File: src/rtl/core_pkg.sv
// core_pkg: shared ID/EX state encoding, default widths and id_ctrl field offsets
package core_pkg;
  localparam logic [1:0] ST_EMPTY = 2'd0;
  localparam logic [1:0] ST_BUSY  = 2'd1;
  localparam logic [1:0] ST_FULL  = 2'd2;
  localparam int DATA_WIDTH_D     = 32;
  localparam int REG_ADDR_WIDTH_D = 5;
  localparam int ALU_CTRL_WIDTH_D = 4;
  localparam int FLOW_WIDTH_D     = 4;
  localparam int FLOW_LSB         = 0;
  function automatic int alu_src_bit(input int flow_w);
    return flow_w;
  endfunction
  function automatic int alu_ctrl_lsb(input int flow_w);
    return flow_w + 1;
  endfunction
endpackage

File: src/rtl/id_ex_slot.sv
// id_ex_slot: payload register with load and synchronous clear
module id_ex_slot #(
  parameter int W = 8
) (
  input  logic         clk,
  input  logic         rst,
  input  logic         clr,
  input  logic         ld,
  input  logic [W-1:0] d,
  output logic [W-1:0] q
);
  always_ff @(posedge clk or posedge rst)
    if (rst) q <= '0;
    else if (clr) q <= '0;
    else if (ld) q <= d;
endmodule

File: src/rtl/id_ex_pipe.sv
// id_ex_pipe: ID/EX boundary with valid/ready handshake, one-entry skid buffer and flush
module id_ex_pipe import core_pkg::*; #(
  parameter int DATA_WIDTH     = DATA_WIDTH_D,
  parameter int REG_ADDR_WIDTH = REG_ADDR_WIDTH_D,
  parameter int ALU_CTRL_WIDTH = ALU_CTRL_WIDTH_D,
  parameter int FLOW_WIDTH     = FLOW_WIDTH_D
) (
  input  logic                                   clk,
  input  logic                                   rst,
  input  logic                                   flush,
  input  logic                                   id_valid,
  output logic                                   id_ready,
  input  logic [DATA_WIDTH-1:0]                  id_pc,
  input  logic [DATA_WIDTH-1:0]                  id_rs1_data,
  input  logic [DATA_WIDTH-1:0]                  id_rs2_data,
  input  logic [DATA_WIDTH-1:0]                  id_imm,
  input  logic [ALU_CTRL_WIDTH+FLOW_WIDTH:0]     id_ctrl,
  input  logic [REG_ADDR_WIDTH-1:0]              id_rs1,
  input  logic [REG_ADDR_WIDTH-1:0]              id_rs2,
  input  logic [REG_ADDR_WIDTH-1:0]              id_rd,
  output logic                                   ex_valid,
  input  logic                                   ex_ready,
  output logic [DATA_WIDTH-1:0]                  ex_pc,
  output logic [DATA_WIDTH-1:0]                  ex_rs1_data,
  output logic [DATA_WIDTH-1:0]                  ex_rs2_data,
  output logic [DATA_WIDTH-1:0]                  ex_imm,
  output logic [ALU_CTRL_WIDTH-1:0]              ex_alu_ctrl,
  output logic                                   ex_alu_src,
  output logic [FLOW_WIDTH-1:0]                  ex_flow,
  output logic [REG_ADDR_WIDTH-1:0]              ex_rs1,
  output logic [REG_ADDR_WIDTH-1:0]              ex_rs2,
  output logic [REG_ADDR_WIDTH-1:0]              ex_rd
);
  localparam int CW  = ALU_CTRL_WIDTH + FLOW_WIDTH + 1;
  localparam int PW  = 4*DATA_WIDTH + 3*REG_ADDR_WIDTH + CW;
  localparam int SRC = alu_src_bit(FLOW_WIDTH);
  localparam int ALU = alu_ctrl_lsb(FLOW_WIDTH);
  logic [1:0] state, state_n;
  logic in_fire, out_fire, main_ld, skid_ld;
  logic [PW-1:0] in_pl, main_d, main_pl, skid_pl;
  logic [REG_ADDR_WIDTH-1:0] m_rd;
  logic [CW-1:0] m_ctrl;
  assign in_fire  = id_valid & id_ready;
  assign out_fire = ex_valid & ex_ready;
  assign ex_valid = state != ST_EMPTY;
  assign in_pl    = {id_pc, id_rs1_data, id_rs2_data, id_imm, id_rs1, id_rs2, id_rd, id_ctrl};
  always_comb begin
    state_n = flush ? ST_EMPTY :
              state == ST_EMPTY ? (in_fire ? ST_BUSY : ST_EMPTY) :
              state == ST_BUSY  ? (in_fire & !out_fire ? ST_FULL : !in_fire & out_fire ? ST_EMPTY : ST_BUSY) :
              (out_fire ? ST_BUSY : ST_FULL);
    main_ld = !flush & (state == ST_FULL ? out_fire : in_fire & (state == ST_EMPTY | out_fire));
    skid_ld = !flush & (state == ST_BUSY) & in_fire & !out_fire;
    main_d  = state == ST_FULL ? skid_pl : in_pl;
  end
  // id_ready is registered from next state so ex_ready never reaches it combinationally
  always_ff @(posedge clk or posedge rst)
    if (rst) begin
      state    <= ST_EMPTY;
      id_ready <= 1'b1;
    end else begin
      state    <= state_n;
      id_ready <= state_n != ST_FULL;
    end
  id_ex_slot #(.W(PW)) u_main (.clk, .rst, .clr(flush), .ld(main_ld), .d(main_d), .q(main_pl));
  id_ex_slot #(.W(PW)) u_skid (.clk, .rst, .clr(flush), .ld(skid_ld), .d(in_pl), .q(skid_pl));
  assign {ex_pc, ex_rs1_data, ex_rs2_data, ex_imm, ex_rs1, ex_rs2, m_rd, m_ctrl} = main_pl;
  // bubbles must not enable any downstream write or memory access
  assign ex_rd       = ex_valid ? m_rd : '0;
  assign ex_alu_ctrl = ex_valid ? m_ctrl[ALU +: ALU_CTRL_WIDTH] : '0;
  assign ex_alu_src  = ex_valid & m_ctrl[SRC];
  assign ex_flow     = ex_valid ? m_ctrl[FLOW_LSB +: FLOW_WIDTH] : '0;
endmodule

File: config.mk
export PLATFORM = sky130hd
export DESIGN_NAME = id_ex_pipe
export DESIGN_NICKNAME = d
export VERILOG_FILES = /design/src/rtl/core_pkg.sv /design/src/rtl/id_ex_slot.sv /design/src/rtl/id_ex_pipe.sv
export SDC_FILE = /design/constraint.sdc
export NUM_CORES = 1
export LEC_CHECK = 0
export CORE_MARGIN = 4
export CORE_UTILIZATION = 57
export CTS_BUF_LIST = sky130_fd_sc_hd__clkbuf_4 sky130_fd_sc_hd__clkbuf_8
export CTS_CLUSTER_SIZE = 30
export DETAILED_ROUTE_END_ITERATION = 12
export PLACE_DENSITY = 0.9
export REMOVE_ABC_BUFFERS = 1
export SLEW_MARGIN = 5
export SYNTH_ARGS = -nofsm -noshare
export SYNTH_HDL_FRONTEND = slang
export SYNTH_SLANG_ARGS = --single-unit
export TNS_END_PERCENT = 100
File: constraint.sdc
create_clock -name clk -period 20.4 [get_ports clk]
set_input_delay 4.08 -clock clk [delete_from_list [all_inputs] [get_ports clk]]
set_output_delay 4.08 -clock clk [all_outputs]
set_load 0.01 [all_outputs]
==> results of run 1 <==
[power by group through the flow]
stage / Clock, mW / Sequential, mW / Combinational (mW)
after global placement: 0 / 0.679 / 0.236
after global routing: 0.597 / 0.674 / 0.260
after floorplan: 0 / 0.687 / 0.107
final: 0.558 / 0.670 / 0.242
after detailed placement: 0 / 0.680 / 0.242
after CTS: 0.567 / 0.670 / 0.244
[critical path: cells and delay by family]
| kind | cells | cell delay [ns] |
|---|---|---|
| buffers and inverters | 3 | 2.12 |
| AND/OR/NAND/NOR | 2 | 1.03 |
| AO/OA/AOI/OAI | 1 | 0.19 |
[worst max-delay path by stage]
stage,from,to,slack (ns),depth (start not counted)
2_1_floorplan,id_valid,u_main.q[0],2.37,3
3_3_place_gp,id_valid,u_main.q[50],12.79,6
3_5_place_dp,id_valid,u_main.q[87],12.71,6
4_1_cts,id_valid,u_main.q[75],13.29,6
5_1_grt,id_valid,u_main.q[127],13.12,6
6_report,id_valid,u_main.q[75],13.26,6
[cells in the final DEF (no fill, tap or decap), types with 2 or more instances in the layout]
cell type / netlist / layout
a211oi_1: 152 / 152
a22o_1: 152 / 152
buf_4: 138 / 15
clkbuf_4: 0 / 22
clkbuf_8: 0 / 64
clkdlybuf4s50_1: 0 / 309
dfrtp_1: 306 / 306
inv_1: 3 / 2
mux2i_1: 152 / 152
nor2b_1: 14 / 14
nor4_1: 152 / 152
[per-layer routing]
| layer | track usage [%] | part of all wire [%] | vias to the layer above |
|---|---|---|---|
| met5 | 0 | 0 | - |
| met4 | 7.33 | 2.6 | 0 |
| met3 | 6.93 | 9.1 | 85 |
| met2 | 42.1 | 48 | 616 |
| met1 | 37.9 | 40 | 5504 |
| li1 | - | - | 4763 |
[stage by stage]
stage          setup slack (ns)  hold WS, ns  std cells  utilization, %  cell area [µm²]
3_3_place_gp              12.79        0.487       1595            67.1            16500
3_5_place_dp              12.71        0.490       1595            67.1            16500
5_1_grt                   13.12        0.513       1684            71.4            17600
6_report                  13.26        0.502       1684            71.4            17600
2_1_floorplan              2.37        0.472        947               -            12800
4_1_cts                   13.29        0.508       1683            71.4            17600
[logic make-up (layout without fill, tap and decap cells)]
family                 Yosys count  after routing  synth area share, %
buffers and inverters          277            415                 11.2
muxes                          152            152                 10.5
and+or+nand+nor                176            176                 7.66
AOI/OAI and AO/OA              309            309                 17.4
DFF                            307            307                 53.3
other                            0              1                    0
[registers in the layout (all words and copies together), names as in the netlist]
register  cells
u_main.q    152
id_ready      1
u_skid.q    152
state         2
[layout make-up]
cell class | count | area share (%)
Sequential cell | 307 | 43.7
Antenna cell | 1 | 0.0142
Tap cell | 324 | 2.31
Multi-Input combinational cell | 637 | 29.5
Timing Repair Buffer | 324 | 18.3
Clock inverter | 2 | 0.0784
Clock buffer | 86 | 5.96
Inverter | 3 | 0.107
==> results.md, run 1 <==
* Initial antenna violation count at 1
* Post-route DRC at 0
* Final setup vio count at 0
* Reg area at 7680 µm²
* Clock Sinks at 307
* Maximum vdd ir drop at 0.0525 mV
* Share of the synthesized area in the top cell type at 53.1%
* Final-report hold violation count at 0
* Number of hold buffers added after CTS at 0
* Status: completed
* Worst path max stage delay at 0.85 ns
* Dominant synthesized flop cell: dfrtp_1
* Fin. max-slew vios at 0
* I/O Buffers at 310
* Crit-path slowest cell: buf_4
* Worst path cell trace: clkdlybuf4s50_1 > nor4bb_4 > buf_4 > or3_4 > buf_4 > a211oi_1
* Multi-input gate area at 5190 µm²
* Core Rows at 57
* Power per Cell Area at 83.7 nW/µm²
* CTS max path bufs at 3
* Cell Int Power at 1.09 mW
* Final Skew at 0.0180 ns
* Wirelength, routed at 39.0 mm
* Final Net Count at 1,480
* Root Buffer: clkbuf_8
* Worst-path clk slew at 0.06 ns
* Layout cell share with drive strength beyond 1 at 8.24%
* Sequential share of power at 45.6%
* Layout area overhead at 21.7%
* CTS tree: built
* Yosys warnings at 0
* Routed via count at 10,968
* Vias in the first global route at 11,104
* Die span in x at 167 µm
* Post-route ant nets at 0
* Most frequent cell after synthesis: dfrtp_1
* Leakage at 8.39 nW
* GPL Wtd Cong at 0.794
* Max_cap viols at 0
* Starting DRT DRC Count at 1,560
* CTS Buf Count at 50
* CTS resizes at 0
* Die area at 27,900 µm²
* Worst reg2reg path endpoint: u_main.q[75]
* Crit start category: input port
* Worst-Margin Slew at 1.17 ns
* First-pass GRT wire length at 62.4 mm
* Filler Cell Count at 1,677
* CP most frequent cell: buf_4
* Pin count of the biggest net entering global routing at 154
* Avg WL per Cell at 23.2 µm
* Chip height at 167 µm
* P_sw at 0.385 mW
* Worst Hold Path EP: u_skid.q[11]
* Drt pass-1 iters at 8
* Worst Hold Class: reg -> reg
* R2r setup slk at 16.75 ns
* Hold path cells at 1
* Core area at 24,600 µm²
* Crit path DAT at 7.50 ns
* Peak Freq at 0.140 GHz
* Headroom to the max-slew limit at 21.4%
* Worst r2r src: id_ready
* Mapped Cells at 1,221
* Clk network pwr share at 37.9%
* Worst Path Required at 20.76 ns
* Hold Path Origin: u_skid.q[11]
* Distinct cells, synth at 25
* Synth area leader: dfrtp_1
* GRT Resource Usage Total at 26.9%
* Switching share of power at 26.2%
* Final HPWL DP at 22.7 mm
* Top cells by area, synth: dfrtp_1, mux2i_1, a22o_1, a211oi_1, buf_4
* RSZ-0062 raised after global routing: false
* FFs w/ async S/R, synth at 100%
* Final critical-path required period at 7.14 ns
* Number of vias per cell at 6.51
* Synth top cells by count: dfrtp_1, a211oi_1, a22o_1, mux2i_1, nor4_1
* Total chip power at 1.47 mW
* H-tree depth at 2
* Cell area after synthesis at 14,400 µm²
* Initial core utilization at 58.6%
* Max Fanout on Critical Path at 83
* Gate power share at 16.5%
* WS Path Type: in -> reg
* Critical Path Sink Type: flip-flop
* Mean post-synth cell area at 11.8 µm²
* Number of enable flip-flop cells after synthesis at 0
* # IOs at 311
* Grt ovf at 0
* Worst-skew pair later-pin latency at 0.54 ns
* Sequential area share after synthesis at 53.3%
* Postcts setup bufs at 0
* Period utilization at 35.0%
* Final TNS setup at 0 ns
* R2R cell count at 5
* Flops & latches, synth at 307
Note: power is estimated with default switching activity, not from simulation.
==> run 2: changes to the inputs <==
CORE_UTILIZATION = 53   (was 57)
PLACE_DENSITY = 0.85   (was 0.9)
clock period = 7.1 ns   (was 20.4 ns; I/O delays follow)
==> run 2 against run 1 <==
Against the previous run:
- die area is 7.2% higher
- global-route usage decreased by 1.7 points
- non-clock buffer count up 3
- clock-buffer cell count shrank 2
- register-to-register slack worse by 13 ns
==> results.md, run 2 (synthesis gave the netlist of run 1 again) <==
* Maximum vdd ir drop at 0.171 mV
* Die area at 29,900 µm²
* Core area at 26,900 µm²
* CTS resizes at 0
* Number of hold buffers added after CTS at 0
* Initial core utilization at 53.7%
* I/O Buffers at 310
* Max_cap viols at 0
* WS Path Type: in -> reg
* Chip height at 173 µm
* Final Net Count at 1,483
* Starting DRT DRC Count at 1,079
* Crit path DAT at 4.63 ns
* Headroom to the max-slew limit at 22.0%
* Max Fanout on Critical Path at 91
* Grt ovf at 0
* Vias in the first global route at 11,155
* Top Registers: u_main.q x152, u_skid.q x152, state x2
* Clock Sinks at 307
* Final setup vio count at 0
* Wirelength, routed at 39.2 mm
* Avg WL per Cell at 23.0 µm
* Pin count of the biggest net entering global routing at 153
* Power per Cell Area at 243 nW/µm²
* Diode count at 0
* Worst Path Required at 7.50 ns
* Crit start category: input port
* Post-Layout Inst Area at 17,700 µm²
* Hold slack at 0.504 ns
* Final Skew at 0.00997 ns
* Period utilization at 59.7%
* GR Layer Usage met2 at 38.1%
* CTS max path bufs at 3
* First-pass GRT wire length at 62.9 mm
* Root Buffer: clkbuf_8
* GPL Wtd Cong at 0.796
* Final HPWL DP at 22.4 mm
* Commonest non-fill, non-tap cell in the layout: clkdlybuf4s50_1
* H-tree depth at 2
* RSZ-0062 raised after global routing: false
* Worst-path clk slew at 0.06 ns
* Core Rows at 60
* Busiest grt layer: met2
* Final critical-path required period at 4.24 ns
* Leakage at 8.46 nW
* Peak Freq at 0.236 GHz
* Final TNS setup at 0 ns
* CTS Buf Count at 50
* Most frequent cells in the layout: clkdlybuf4s50_1, dfrtp_1
* Worst-Margin Slew at 1.17 ns
* Post-route ant nets at 0
* Total chip power at 4.32 mW
* Post-DP Area at 16,600 µm²
* Layout Cells excl Fill at 1,707
* Status: completed
* Routing usage on met1 at 35.4%
* Post-Place Cells at 1,615
* Layout area overhead at 22.9%
* Worst Hold Class: reg -> reg
* Die span in x at 173 µm
* Initial antenna violation count at 1
* Layout cell share with drive strength beyond 1 at 8.71%
* GRT Resource Usage Total at 25.2%
* Number of vias per cell at 6.37
* CTS tree: built
* Met3 usage at 7.24%
* Postcts setup bufs at 0
* Drt pass-1 iters at 6
* Fin. max-slew vios at 0
* # IOs at 311
* Post-route DRC at 0
* Routed via count at 10,880
* Critical Path Sink Type: flip-flop
* Final-report hold violation count at 0
* Worst-skew pair later-pin latency at 0.55 ns
## run 2: cell types whose count changed in the layout (fill, tap and decap cells not counted), sizes merged
cell    change
bufinv      +1
clkbuf      -2
buf         +3
diode       -1
clkinv      +5
## run 2: power by group
part           switching (mW)  internal (mW)  leakage, nW
combinational           0.352          0.348         3.73
sequential             0.0685           1.85         4.12
clock                   0.699          0.994        0.614
total                    1.12           3.20         8.46
## run 2: path summary, 6_finish.rpt
| path | depth (start not counted) | startpoint | endpoint | slack (ns) |
|---|---|---|---|---|
| setup reg to reg | 5 | id_ready | u_main.q[6] | 3.65 |
| hold / removal | 1 | u_skid.q[84] | u_skid.q[84] | 0.50 |
| setup / recovery | 6 | id_valid | u_main.q[6] | 2.86 |
| hold reg to reg | 1 | u_skid.q[84] | u_skid.q[84] | 0.50 |
| min in group asynchronous | 2 | rst | u_skid.q[124] | 1.45 |
| max in group asynchronous | 3 | rst | u_main.q[132] | 4.25 |
## run 2: final cells by class
type / count / area [µm²]
clock buffers: 84 / 1080
flip-flops and latches: 307 / 7680
multi-input cells: 637 / 5190
well taps: 341 / 427
repair buffers: 327 / 3270
inverters: 3 / 18.8
clock inverters: 8 / 65.1
fillers: 1985 / 9150
## run 2: per-layer routing
metal	share of wire, %	up-vias
li1	-	4767
met4	3.3	2
met1	43	5520
met3	8.3	91
met2	45	500
met5	0.031	-
## run 2: through the flow
step                setup slack (ns)  util (%)
floorplan                      -8.27         -
CTS                             3.00      66.0
finish                          2.86      66.0
global placement                2.46      61.7
global route                    2.75      66.0
detailed placement              2.39      61.7
## run 2: worst max-delay path, stage by stage
cell             delay, ns
clkdlybuf4s50_1       0.60
nor4bb_4              0.26
buf_4                 0.54
or3_4                 0.98
buf_4                 0.52
a211oi_1              0.18
==> run 3: changes to the inputs <==
clock period = 4.35 ns   (was 7.1 ns; I/O delays follow)
==> run 3 against run 2 <==
Against the previous run:
- cell area grew 0.11%
- clock-buffer cell count grew 2
- total power grew 60%
- sequential cell count is the same
- sequential power grew 64%
- critical path depth shrank 2
==> results.md, run 3 (synthesis gave the netlist of run 1 again) <==
* Headroom to the max-slew limit at 34.3%
* Grt ovf at 0
* Clk network pwr share at 38.0%
* Worst-path clk slew at 0.06 ns
* Period utilization at 73.6%
* Gate power share at 16.7%
* Initial core utilization at 53.7%
* I/O Buffers at 310
* Final Skew at 0.0142 ns
* Final HPWL DP at 22.3 mm
* Pin count of the biggest net entering global routing at 153
* GPL Wtd Cong at 0.781
* Power per Cell Area at 390 nW/µm²
* Crit path DAT at 2.33 ns
* Routed via count at 10,880
* H-tree depth at 2
* Wirelength, routed at 39.4 mm
* Die span in x at 173 µm
* Chip height at 173 µm
* Number of hold buffers added after CTS at 0
* Maximum vdd ir drop at 0.268 mV
* Top Registers: u_main.q x152, u_skid.q x152, state x2
* Crit start category: flip-flop
* CTS tree: built
* Post-place setup slack at 0.998 ns
* Commonest non-fill, non-tap cell in the layout: clkdlybuf4s50_1
* # IOs at 311
* Postcts setup bufs at 0
* Layout cell share with drive strength beyond 1 at 8.64%
* CTS Buf Count at 50
* Core Rows at 60
* Status: completed
* Critical Path Sink Type: primary output
* Worst-Margin Slew at 0.986 ns
* Post-Layout Inst Area at 17,700 µm²
* Worst Hold Class: reg -> reg
* Leakage at 8.46 nW
* Fin. max-slew vios at 0
* Final Net Count at 1,485
* Post-DP Area at 16,700 µm²
* Die area at 29,900 µm²
* Number of vias per cell at 6.37
* Final-report hold violation count at 0
* Root Buffer: clkbuf_8
* Clock Sinks at 307
* GRT Resource Usage Total at 25.2%
* Hold slack at 0.503 ns
* Post-route DRC at 0
* First-pass GRT wire length at 63.1 mm
* CTS resizes at 0
* Post-route ant nets at 0
* Most frequent cells in the layout: clkdlybuf4s50_1, dfrtp_1
* Max Fanout on Critical Path at 11
* Switching share of power at 26.3%
* Peak Freq at 0.312 GHz
* RSZ-0062 raised after global routing: false
* Drt pass-1 iters at 5
* Avg WL per Cell at 23.1 µm
* Sequential share of power at 45.3%
* R2r setup slk at 1.81 ns
* Layout area overhead at 23.0%
* Initial antenna violation count at 2
* Cell Int Power at 5.10 mW
* Total chip power at 6.92 mW
* Worst-skew pair later-pin latency at 0.56 ns
* Core area at 26,900 µm²
* P_sw at 1.82 mW
* WS Path Type: reg -> out
* Setup ws final at 1.15 ns
* Starting DRT DRC Count at 1,008
* CTS max path bufs at 3
* Max_cap viols at 0
* Final critical-path required period at 3.20 ns
* Final TNS setup at 0 ns
* Final setup vio count at 0
* Vias in the first global route at 11,244
* Worst Path Required at 3.48 ns
[run 3: changes by cell type in the layout (fill, tap and decap cells not counted), sizes merged]
cell | before | now
buf | 18 | 20
diode | 0 | 1
clkinv | 7 | 3
clkbuf | 84 | 86
bufinv | 1 | 0
[run 3: final cells by class]
class	count	area (µm²)
multi-input combinational	637	5190
antenna	1	2.50
tap	341	427
inverter	3	18.8
clock inverter	3	15.0
fill	1977	9130
sequential	307	7680
clock buffer	86	1050
timing repair buffer	329	3370
[run 3: critical path: stages (launching register included)]
cell	delay, ns
dfrtp_1	0.49
nor2_1	0.43
buf_4	0.28
nor2b_1	0.09
clkdlybuf4s50_1	0.49
[run 3: path summary, 6_finish.rpt]
kind,from,to,cells past startpoint
setup / recovery,state[1],ex_alu_ctrl[0],4
hold / removal,u_skid.q[19],u_skid.q[19],1
setup reg to reg,id_ready,u_main.q[123],4
hold reg to reg,u_skid.q[19],u_skid.q[19],1
max in group asynchronous,rst,u_main.q[60],3
min in group asynchronous,rst,u_main.q[58],2
[run 3: power by group through the flow]
stage                     Sequential [mW]  Combinational, mW  Clock [mW]
after floorplan                      3.22              0.500           0
after global placement               3.17               1.13           0
after detailed placement             3.18               1.16           0
after CTS                            3.13               1.16        2.69
after global routing                 3.15               1.24        2.82
final                                3.14               1.15        2.63
[run 3: through the flow]
| step | util [%] | std cells |
|---|---|---|
| after CTS | 66.0 | 1706 |
| after floorplan | - | 947 |
| final | 66.0 | 1707 |
| after global routing | 66.0 | 1707 |
| after global placement | 62.1 | 1617 |
| after detailed placement | 62.1 | 1617 |
[run 3: metal layers]
metal | global-route usage (%) | wire (µm)
met3 | 7.06 | 3410
met4 | 9.54 | 1350
met1 | 34.8 | 16300
met5 | 0 | 20
met2 | 38.3 | 18300
